--- src/rtl/usr_shift_sequencer.sv ---
// Command sequencer driving the mode/d_in lines of a universal shift register.
// Takes one command per valid/ready handshake, plays it out as a timed run of
// load / shift / hold cycles and then pulses done.
//
// state | meaning
// IDLE  | waiting for a command, register held
// LOAD  | one parallel-load cycle with the latched data
// SHIFT | shifting, down-counter holds remaining shift cycles
// DONE  | one-cycle completion pulse, then back to IDLE
module usr_shift_sequencer #(
  parameter int WIDTH = 4,
  parameter int CNT_W = 3
) (
  input  logic             clk,
  input  logic             reset_n,
  input  logic             cmd_valid,
  output logic             cmd_ready,
  input  logic [1:0]       cmd_op,
  input  logic [WIDTH-1:0] cmd_data,
  input  logic [CNT_W-1:0] cmd_cnt,
  input  logic             abort,
  output logic [1:0]       sr_mode,
  output logic [WIDTH-1:0] sr_d_in,
  output logic             busy,
  output logic             done
);

  typedef enum logic [1:0] {
    IDLE  = 2'd0,
    LOAD  = 2'd1,
    SHIFT = 2'd2,
    DONE  = 2'd3
  } state_t;

  localparam logic [1:0] MODE_HOLD = 2'b00;
  localparam logic [1:0] MODE_SHR  = 2'b01;
  localparam logic [1:0] MODE_SHL  = 2'b10;
  localparam logic [1:0] MODE_LOAD = 2'b11;

  localparam logic [1:0] OP_LOAD     = 2'b00;
  localparam logic [1:0] OP_SHL      = 2'b10;
  localparam logic [1:0] OP_LOAD_SHR = 2'b11;

  state_t           state;
  logic [1:0]       op_q;
  logic [CNT_W-1:0] cnt_q;
  logic             accept;

  // abort in IDLE wins over cmd_valid; cmd_ready itself stays a pure register
  assign accept = cmd_valid & cmd_ready & ~abort;

  // Sequencer FSM; every output is registered alongside the state it belongs to
  always_ff @(posedge clk or negedge reset_n) begin
    if (!reset_n) begin
      state     <= IDLE;
      op_q      <= 2'b00;
      cnt_q     <= '0;
      sr_mode   <= MODE_HOLD;
      sr_d_in   <= '0;
      busy      <= 1'b0;
      done      <= 1'b0;
      cmd_ready <= 1'b0;
    end else begin
      done <= 1'b0;
      case (state)
        IDLE: begin
          cmd_ready <= 1'b1;
          sr_mode   <= MODE_HOLD;
          busy      <= 1'b0;
          if (accept) begin
            op_q      <= cmd_op;
            cnt_q     <= cmd_cnt;
            sr_d_in   <= cmd_data;
            cmd_ready <= 1'b0;
            if (cmd_op == OP_LOAD || cmd_op == OP_LOAD_SHR) begin
              state   <= LOAD;
              sr_mode <= MODE_LOAD;
              busy    <= 1'b1;
            end else if (cmd_cnt != '0) begin
              state   <= SHIFT;
              sr_mode <= (cmd_op == OP_SHL) ? MODE_SHL : MODE_SHR;
              busy    <= 1'b1;
            end else begin
              state <= DONE;
              done  <= 1'b1;
            end
          end
        end
        LOAD: begin
          if (abort) begin
            state     <= IDLE;
            sr_mode   <= MODE_HOLD;
            busy      <= 1'b0;
            cmd_ready <= 1'b1;
            cnt_q     <= '0;
          end else if (op_q == OP_LOAD_SHR && cnt_q != '0) begin
            state   <= SHIFT;
            sr_mode <= MODE_SHR;
          end else begin
            state   <= DONE;
            sr_mode <= MODE_HOLD;
            busy    <= 1'b0;
            done    <= 1'b1;
          end
        end
        SHIFT: begin
          if (abort) begin
            state     <= IDLE;
            sr_mode   <= MODE_HOLD;
            busy      <= 1'b0;
            cmd_ready <= 1'b1;
            cnt_q     <= '0;
          end else if (cnt_q == CNT_W'(1)) begin
            // terminal count: this was the last shift cycle
            state   <= DONE;
            sr_mode <= MODE_HOLD;
            busy    <= 1'b0;
            done    <= 1'b1;
            cnt_q   <= '0;
          end else begin
            cnt_q <= cnt_q - CNT_W'(1);
          end
        end
        DONE: begin
          state     <= IDLE;
          sr_mode   <= MODE_HOLD;
          busy      <= 1'b0;
          cmd_ready <= 1'b1;
        end
        default: begin
          state     <= IDLE;
          sr_mode   <= MODE_HOLD;
          busy      <= 1'b0;
          cmd_ready <= 1'b0;
        end
      endcase
    end
  end

endmodule
--- config.mk ---
export PLATFORM = sky130hd
export DESIGN_NAME = usr_shift_sequencer
export DESIGN_NICKNAME = d
export VERILOG_FILES = /design/src/rtl/usr_shift_sequencer.sv
export SDC_FILE = /design/constraint.sdc
export NUM_CORES = 1
export LEC_CHECK = 0
export CORE_MARGIN = 2
export CORE_UTILIZATION = 48
export CTS_CLUSTER_SIZE = 24
export DETAILED_ROUTE_END_ITERATION = 16
export PLACE_DENSITY = 0.76
export RECOVER_POWER = 25
export SETUP_SLACK_MARGIN = 0.05
export SLEW_MARGIN = 10
export SYNTH_ARGS = -nofsm -noshare
export SYNTH_HDL_FRONTEND = slang
export SYNTH_SLANG_ARGS = --single-unit
--- constraint.sdc ---
create_clock -name clk -period 2.2 [get_ports clk]
set_input_delay 0.44 -clock clk [delete_from_list [all_inputs] [get_ports clk]]
set_output_delay 0.44 -clock clk [all_outputs]
set_load 0.005 [all_outputs]
==> summary.md <==
| Metric | Value |
|---|---|
| Vias/cell | `between 5 and 6` |
| Cell count after synthesis | `93` |
| Synthesized-area fraction occupied by ao, oa, aoi and oai cells | `0.1366` |
| Number of inserted filler cells in the final layout | `roughly 170` |
| Total leakage power | `roughly 0.55 nW` |
| Post-layout nets | `143` |
| Setup Fix Bufs, Post-CTS | `0` |
| Met2 Usage GRT | `0.3241` |
| Simple-Gate Fraction of Synth Area | `0.1936` |
| Type of origin of the critical path | `input pin` |
| Finish-stage setup viols | `0` |
| I/O pins | `22` |
| Width of the die | `48.34 um` |
| Worst-margin pin slew | `between 0.4 and 0.5 ns` |
| Worst EP arrival | `2.02 ns` |
| Power Density | `1200 mW/mm^2` |
| Wire length of the first global-routing pass | `3484 um` |
| Sinks on the clock net | `16` |
| Peak Freq | `548.9 MHz` |
| Hold slack final | `0.4873 ns` |
| Synthesis-stage register bit count | `16` |
| Num rows | `16` |
| Wire length per cell after detailed routing | `13.47 um` |
| End of the worst register-to-register path | `state[0]` |
| Synth cell types | `26` |
| Die Y | `48.34 um` |
| CTS buffer count | `3` |
| Multiplexer fraction of the synthesized cell area | `0.09416` |
| Die area | `0.002336 mm^2` |
| Core Region | `0.001902 mm^2` |
| Antenna Cells | `0` |
| Residual DRC | `0` |
| Port bufs | `21` |
| Sequential element share of the synthesized area | `0.4244` |
| Final cycle utilization of the critical path | `0.8281` |
| Most common library cell in the layout ignoring fill and taps | `sky130_fd_sc_hd__clkdlybuf4s50_1` |
| Met1 track demand over resource | `0.2254` |
| Leading cell types in the layout, fill and taps excluded | `sky130_fd_sc_hd__clkdlybuf4s50_1, sky130_fd_sc_hd__dfrtp_1, sky130_fd_sc_hd__ha_1` |
| Growth of design area from synthesis to finish | `30.90%` |
| Met3 track demand over resource | `0.05247` |
| Layout Skew | `0.006178 ns` |
| Outcome | `complete, no violations` |
| RSZ-0062 raised after global routing | `no` |
| Final-layout setup total negative slack | `0 ns` |
| Max-cap violation count | `0` |
| DR vias | `791` |
| Worst setup slack after layout | `~0.38 ns` |
| Busiest layer in global routing | `met2` |
| Initial antenna violation count | `0` |
| Gr ovfl total | `0` |
| Via count of the first global-routing pass | `778` |
| Share of cells above drive strength 1 | `0.1167` |
| Critical path peak fanout | `4` |
| Maximum count of clock buffers along a single path | `2` |
| Maximum vdd drop | `672.5 uV` |
| Yosys warns | `0` |
| Detailed-placement wirelength estimate | `1585 um` |
| Routability congestion estimate | `0.8359` |
| Mapped Nets | `115` |
| Crit path required time | `around 2.4 ns` |
| Xor/xnor cell area share of the yosys netlist | `0` |
| Post-synth design cell area | `943.4 um^2` |
| Adder and majority cell fraction of the synthesized area | `0.1194` |
| Setup Slack @ Placement | `0.06119 ns` |
| Hold-fix buffers, CTS | `0` |
| Largest family of logic cells by synthesized area | `simple AND/OR/NAND/NOR gates` |
| TritonCTS clock tree | `yes` |
| Final slew viol count | `0` |
| Total iterations of the first detailed-routing run | `4` |
| R2r startpoint | `state[0]` |
| Total instance count after detailed placement | `143` |
| H-tree lvl count | `1` |
| Worst-case register-to-register setup slack | `~0.49 ns` |
| Final cell count without fillers | `147` |
| Total Routed Length | `1980 um` |
| Maximum number of pins on one net before global-route repair | `10` |
| Remaining max-slew budget at the tightest pin | `0.7163` |
| Cell at the root of the clock tree | `sky130_fd_sc_hd__clkbuf_4` |
| Final critical-path required period | `1.822 ns` |
| Clock Pin Slew Worst Setup and Hold Paths | `roughly 0.1 ns` |
| Hold Fails Final Rpt | `0` |
| Count of cells resized by post-cts repair | `0` |
| Mean instance size in the synthesized netlist | `10.14 um^2` |
| Number of DRC markers in iteration 0 | `19` |
| CP Capture Type | `register` |
| Class of the tightest hold or removal check | `input pin to async pin` |
| Combined global-route utilization of all metal layers | `0.1980` |
| Number of nets still failing antenna checks after routing | `0` |
| Depth of the most critical reg-to-reg path | `6` |
| Class of the most critical setup path | `input pin to register` |
| Skew-Pair Late Insertion Delay | `approximately 0.30 ns` |
| Starting density of the core | `0.4961` |
| Post-route core utilization | `0.6493` |
## power breakdown
| group | leakage [nW] | switching, mW | total (mW) | internal, mW |
|---|---|---|---|---|
| combinational | 0.330 | 0.373 | 0.771 | 0.398 |
| sequential | 0.197 | 0.0868 | 0.509 | 0.422 |
| clock | 0.0210 | 0.101 | 0.202 | 0.101 |
| total | 0.547 | 0.561 | 1.48 | 0.922 |
## logic make-up (layout without fill, tap and decap cells)
| kind of cell | Yosys count | in the layout |
|---|---|---|
| and+or+nand+nor | 33 | 33 |
| AOI/OAI and AO/OA | 19 | 19 |
| DFF | 16 | 16 |
| adders and majority gates | 9 | 9 |
| muxes | 8 | 8 |
| buffers and inverters | 8 | 35 |
## flip-flops by register name, indices dropped and copies added (netlist names)
register / count
op_q: 2
state: 2
done: 1
sr_mode: 2
busy: 1
cmd_ready: 1
cnt_q: 3
sr_d_in: 4
## critical path: stages
cell	delay, ns
sky130_fd_sc_hd__clkdlybuf4s50_1	0.46
sky130_fd_sc_hd__inv_1	0.05
sky130_fd_sc_hd__ha_1	0.33
sky130_fd_sc_hd__nor4_1	0.29
sky130_fd_sc_hd__buf_4	0.17
sky130_fd_sc_hd__nor2_1	0.04
sky130_fd_sc_hd__mux2_2	0.25
## cells in the mapped netlist
library cell | number | area [um^2]
sky130_fd_sc_hd__nand4_1 | 1 | 6.260
sky130_fd_sc_hd__a221oi_4 | 1 | 26.28
sky130_fd_sc_hd__nor3_1 | 3 | 15.01
sky130_fd_sc_hd__nand3b_1 | 1 | 7.510
sky130_fd_sc_hd__a31oi_1 | 3 | 18.77
sky130_fd_sc_hd__o32a_1 | 1 | 10.01
sky130_fd_sc_hd__and3b_1 | 1 | 8.760
sky130_fd_sc_hd__a21oi_1 | 8 | 40.04
sky130_fd_sc_hd__nand2b_1 | 6 | 37.54
sky130_fd_sc_hd__mux2_2 | 7 | 78.83
sky130_fd_sc_hd__dfrtp_1 | 16 | 400.4
sky130_fd_sc_hd__o31a_1 | 1 | 8.760
sky130_fd_sc_hd__nand3_1 | 3 | 15.01
sky130_fd_sc_hd__ha_1 | 9 | 112.6
sky130_fd_sc_hd__nor2_1 | 8 | 30.03
sky130_fd_sc_hd__inv_1 | 8 | 30.03
sky130_fd_sc_hd__nor2b_1 | 2 | 12.51
sky130_fd_sc_hd__nor3b_1 | 1 | 7.510
sky130_fd_sc_hd__nor4b_1 | 1 | 8.760
sky130_fd_sc_hd__or3_1 | 1 | 6.260
sky130_fd_sc_hd__o21ai_0 | 5 | 25.02
sky130_fd_sc_hd__mux2i_1 | 1 | 10.01
sky130_fd_sc_hd__and2b_1 | 1 | 7.510
sky130_fd_sc_hd__nand2_1 | 2 | 7.510
sky130_fd_sc_hd__nand2_2 | 1 | 6.260
sky130_fd_sc_hd__nor4_1 | 1 | 6.260
## how the worst max path moves through the flow
stage | start | to
final | cmd_op[0] | busy
after global routing | cmd_op[0] | busy
after CTS | cmd_op[0] | busy
after detailed placement | cmd_op[0] | busy
after global placement | cmd_op[0] | busy
after floorplan | cmd_op[0] | busy
## routing by layer
| metal | vias to the layer above | share of wire |
|---|---|---|
| li1 | 384 | - |
| met1 | 382 | 0.42 |
| met2 | 18 | 0.50 |
| met3 | 7 | 0.036 |
| met4 | 0 | 0.038 |
| met5 | - | 0 |
## per-stage QoR
| stage | area [um^2] | total power, mW |
|---|---|---|
| after floorplan | 943.4 | 1.005 |
| after global placement | 1202 | 1.250 |
| after detailed placement | 1202 | 1.293 |
| after CTS | 1239 | 1.497 |
| after global routing | 1235 | 1.615 |
| final | 1235 | 1.482 |
## layout make-up
type,count,area [um^2],share of cell area
Multi-Input combinational cell,69,513.0,0.4154
Sequential cell,16,400.4,0.3242
Timing Repair Buffer,23,221.5,0.1793
Clock buffer,4,36.28,0.02938
Tap cell,27,33.78,0.02736
Inverter,8,30.03,0.02432
No activity file was read; power rests on OpenSTA's default activity.
==> edit, RTL diff (same flow settings) <==
The 4 states of `state_t` get a Gray code encoding in 2 bits.
--- a/src/rtl/usr_shift_sequencer.sv
+++ b/src/rtl/usr_shift_sequencer.sv
@@ -27,8 +27,8 @@
 
   typedef enum logic [1:0] {
-    IDLE  = 2'd0,
-    LOAD  = 2'd1,
-    SHIFT = 2'd2,
-    DONE  = 2'd3
+    IDLE  = 2'b00,
+    LOAD  = 2'b01,
+    SHIFT = 2'b11,
+    DONE  = 2'b10
   } state_t;
 
Formal check against the unedited RTL: no difference found for any inputs over 10 cycles, from zero or initial values and one cycle with reset_n low; not proved beyond that.
==> edit against the original RTL <==
Total power down 15%; sequential cell count unchanged; worst hold slack about the same; final cell count down 4.1%; highest routed layer unchanged; setup slack worse by 230 ps; routed wire length down 5.1%; design area down 5.3%; largest cell class unchanged; largest power group unchanged; synthesized area down 7.6%; count of clock-buffer cells in the layout down 1.
==> edit: results <==
critical_path:
  timing.critical_path.fanout_max: 3
  crit_start: "cmd_op[0]"
  worst_r2r_path_depth: 3
  r2r_start: "state[0]"
  critical_path_arrival_ps: 2220
route:
  routed_vias: 741
  drt_iter0_drc: 27
  drt_first_pass_iters: 4
  avgViaCountPerCell: 5.255
  drt_wl_total_microns: 1879
clocking:
  cts_max_level: 1
  cts.repair_timing.setup_buffer_count: 0
  clock_latency_on_the_worst_skew_pair_ps: 290
  cts_clock_pin_slew_for_the_worst_setup_and_hold_paths_ps: 90
  cts_buffers: 3
  root_buffer: "clkbuf_4"
  largest_buffer_count_on_any_clock_path: 2
  cts.repair.resized: 0
yosys:
  list_of_most_frequent_post_synthesis_cells: "dfrtp_1, nor2_1, nand2_1, o21ai_0, inv_1"
  synth-warning-count: 0
  synthCells: 87
  async_flop_share_pct: 100.0
  seq_area_frac_synth_pct: 45.91
  synth.top_cells.by_area: "dfrtp_1, mux2_4, ha_1, o21ai_0, nor2_1"
  prevailing_post_synth_register_cell: "dfrtp_1"
  synth.net_count: 104
  netlist-cell-type-count: 27
final_layout:
  num-fill-cells: 145
  antenna_cells: 0
  final_net_count: 135
  largest_registers: "sr_d_in (4), cnt_q (3)"
  drive_gt1_share_pct: 14.66
grt:
  grt_first_pass_wirelength_microns: 3029
  grt_start_max_net_pins: 17
  grt_antenna_before_repair: 0
  grt.total_usage_pct: 19.90
  number_of_global_route_vias_before_repair: 690
min_path:
  holdCritStartpoint: "sr_mode[0]"
  worstHoldPathType: "flop to flop"
  worst_hold_path.num_cells: 2
timing:
  finalClockSkew_ps: 7.611
  relSlewSlack_pct: 42.29
power:
  power.static_leakage_nw: 0.5118
  max-vdd-ir-drop_mv: 0.7819
placement:
  detailedPlacementHpwl_microns: 1391
  gp_congestion: 0.8385
  buffer_ports.inserted: 21
status:
  outcome: "finished, final reports clean"
## edit: cell count changes in the layout (fill, tap and decap cells not counted), moves of 4 or more
cell and delta:
a21oi_1 -5, buf_4 +7, ha_1 -5, mux2_2 -6
mux2_4 +4, nand2_1 +6
## edit: report_power, final
part	total, mW	internal [mW]	switching, mW
Sequential	0.521	0.415	0.106
Combinational	0.590	0.343	0.247
Clock	0.153	0.0637	0.0892
## edit: worst paths after layout
path | endpoint | slack [ps]
min in group asynchronous | done | 770
min | sr_mode[0] | 490
max | sr_mode[0] | 140
max reg2reg | sr_d_in[3] | 470
max in group asynchronous | cnt_q[2] | 900
min reg2reg | sr_mode[0] | 490
## edit: kinds of logic (layout without fill, tap and decap cells)
logic type	Yosys count	count (layout)	share of synthesized area, %
adders and majority gates	4	4	5.739
DFF	16	16	45.91
AOI/OAI and AO/OA	23	23	16.07
muxes	6	6	9.326
and+or+nand+nor	28	28	16.93
buffers and inverters	10	39	6.026
## edit: worst max-delay path, stage by stage
cell and delay, ps:
clkdlybuf4s50_1 460, inv_1 50, ha_1 290, or4_1 570, nor3b_1 190, a21oi_1 140, o21ai_0 80
## edit: area by class of cell
| cell class | instances | area (sq um) | share of cell area (%) |
|---|---|---|---|
| flip-flops and latches | 16 | 400.4 | 34.22 |
| repair buffers | 30 | 274.0 | 23.42 |
| multi-input cells | 61 | 419.2 | 35.83 |
| clock buffers | 3 | 22.52 | 1.925 |
| inverters | 6 | 22.52 | 1.925 |
| well taps | 25 | 31.28 | 2.674 |
## edit: metrics by stage
stage                     setup WS [ps]  TNS, ps  hold slack, ps  power [mW]  cell area (sq um)
after floorplan                   388.4        0           144.4      0.8536              872.1
after global placement           -108.7   -215.2           466.2       1.088               1151
after detailed placement         -153.7   -335.1           469.1       1.112               1151
after CTS                         149.7        0           468.9       1.273               1174
after global routing              66.32        0           518.8       1.366               1170
final                             144.6        0           487.1       1.264               1170
## edit: metal layers
| layer | up-vias | GRT usage (%) | wire [microns] | part of all wire [%] |
|---|---|---|---|---|
| li1 | 368 | - | - | - |
| met1 | 348 | 25.00 | 820 | 44 |
| met2 | 23 | 31.94 | 940 | 50 |
| met3 | 2 | 6.275 | 105 | 5.6 |
| met4 | 0 | 7.222 | 12 | 0.64 |
| met5 | - | 0 | 0 | 0 |
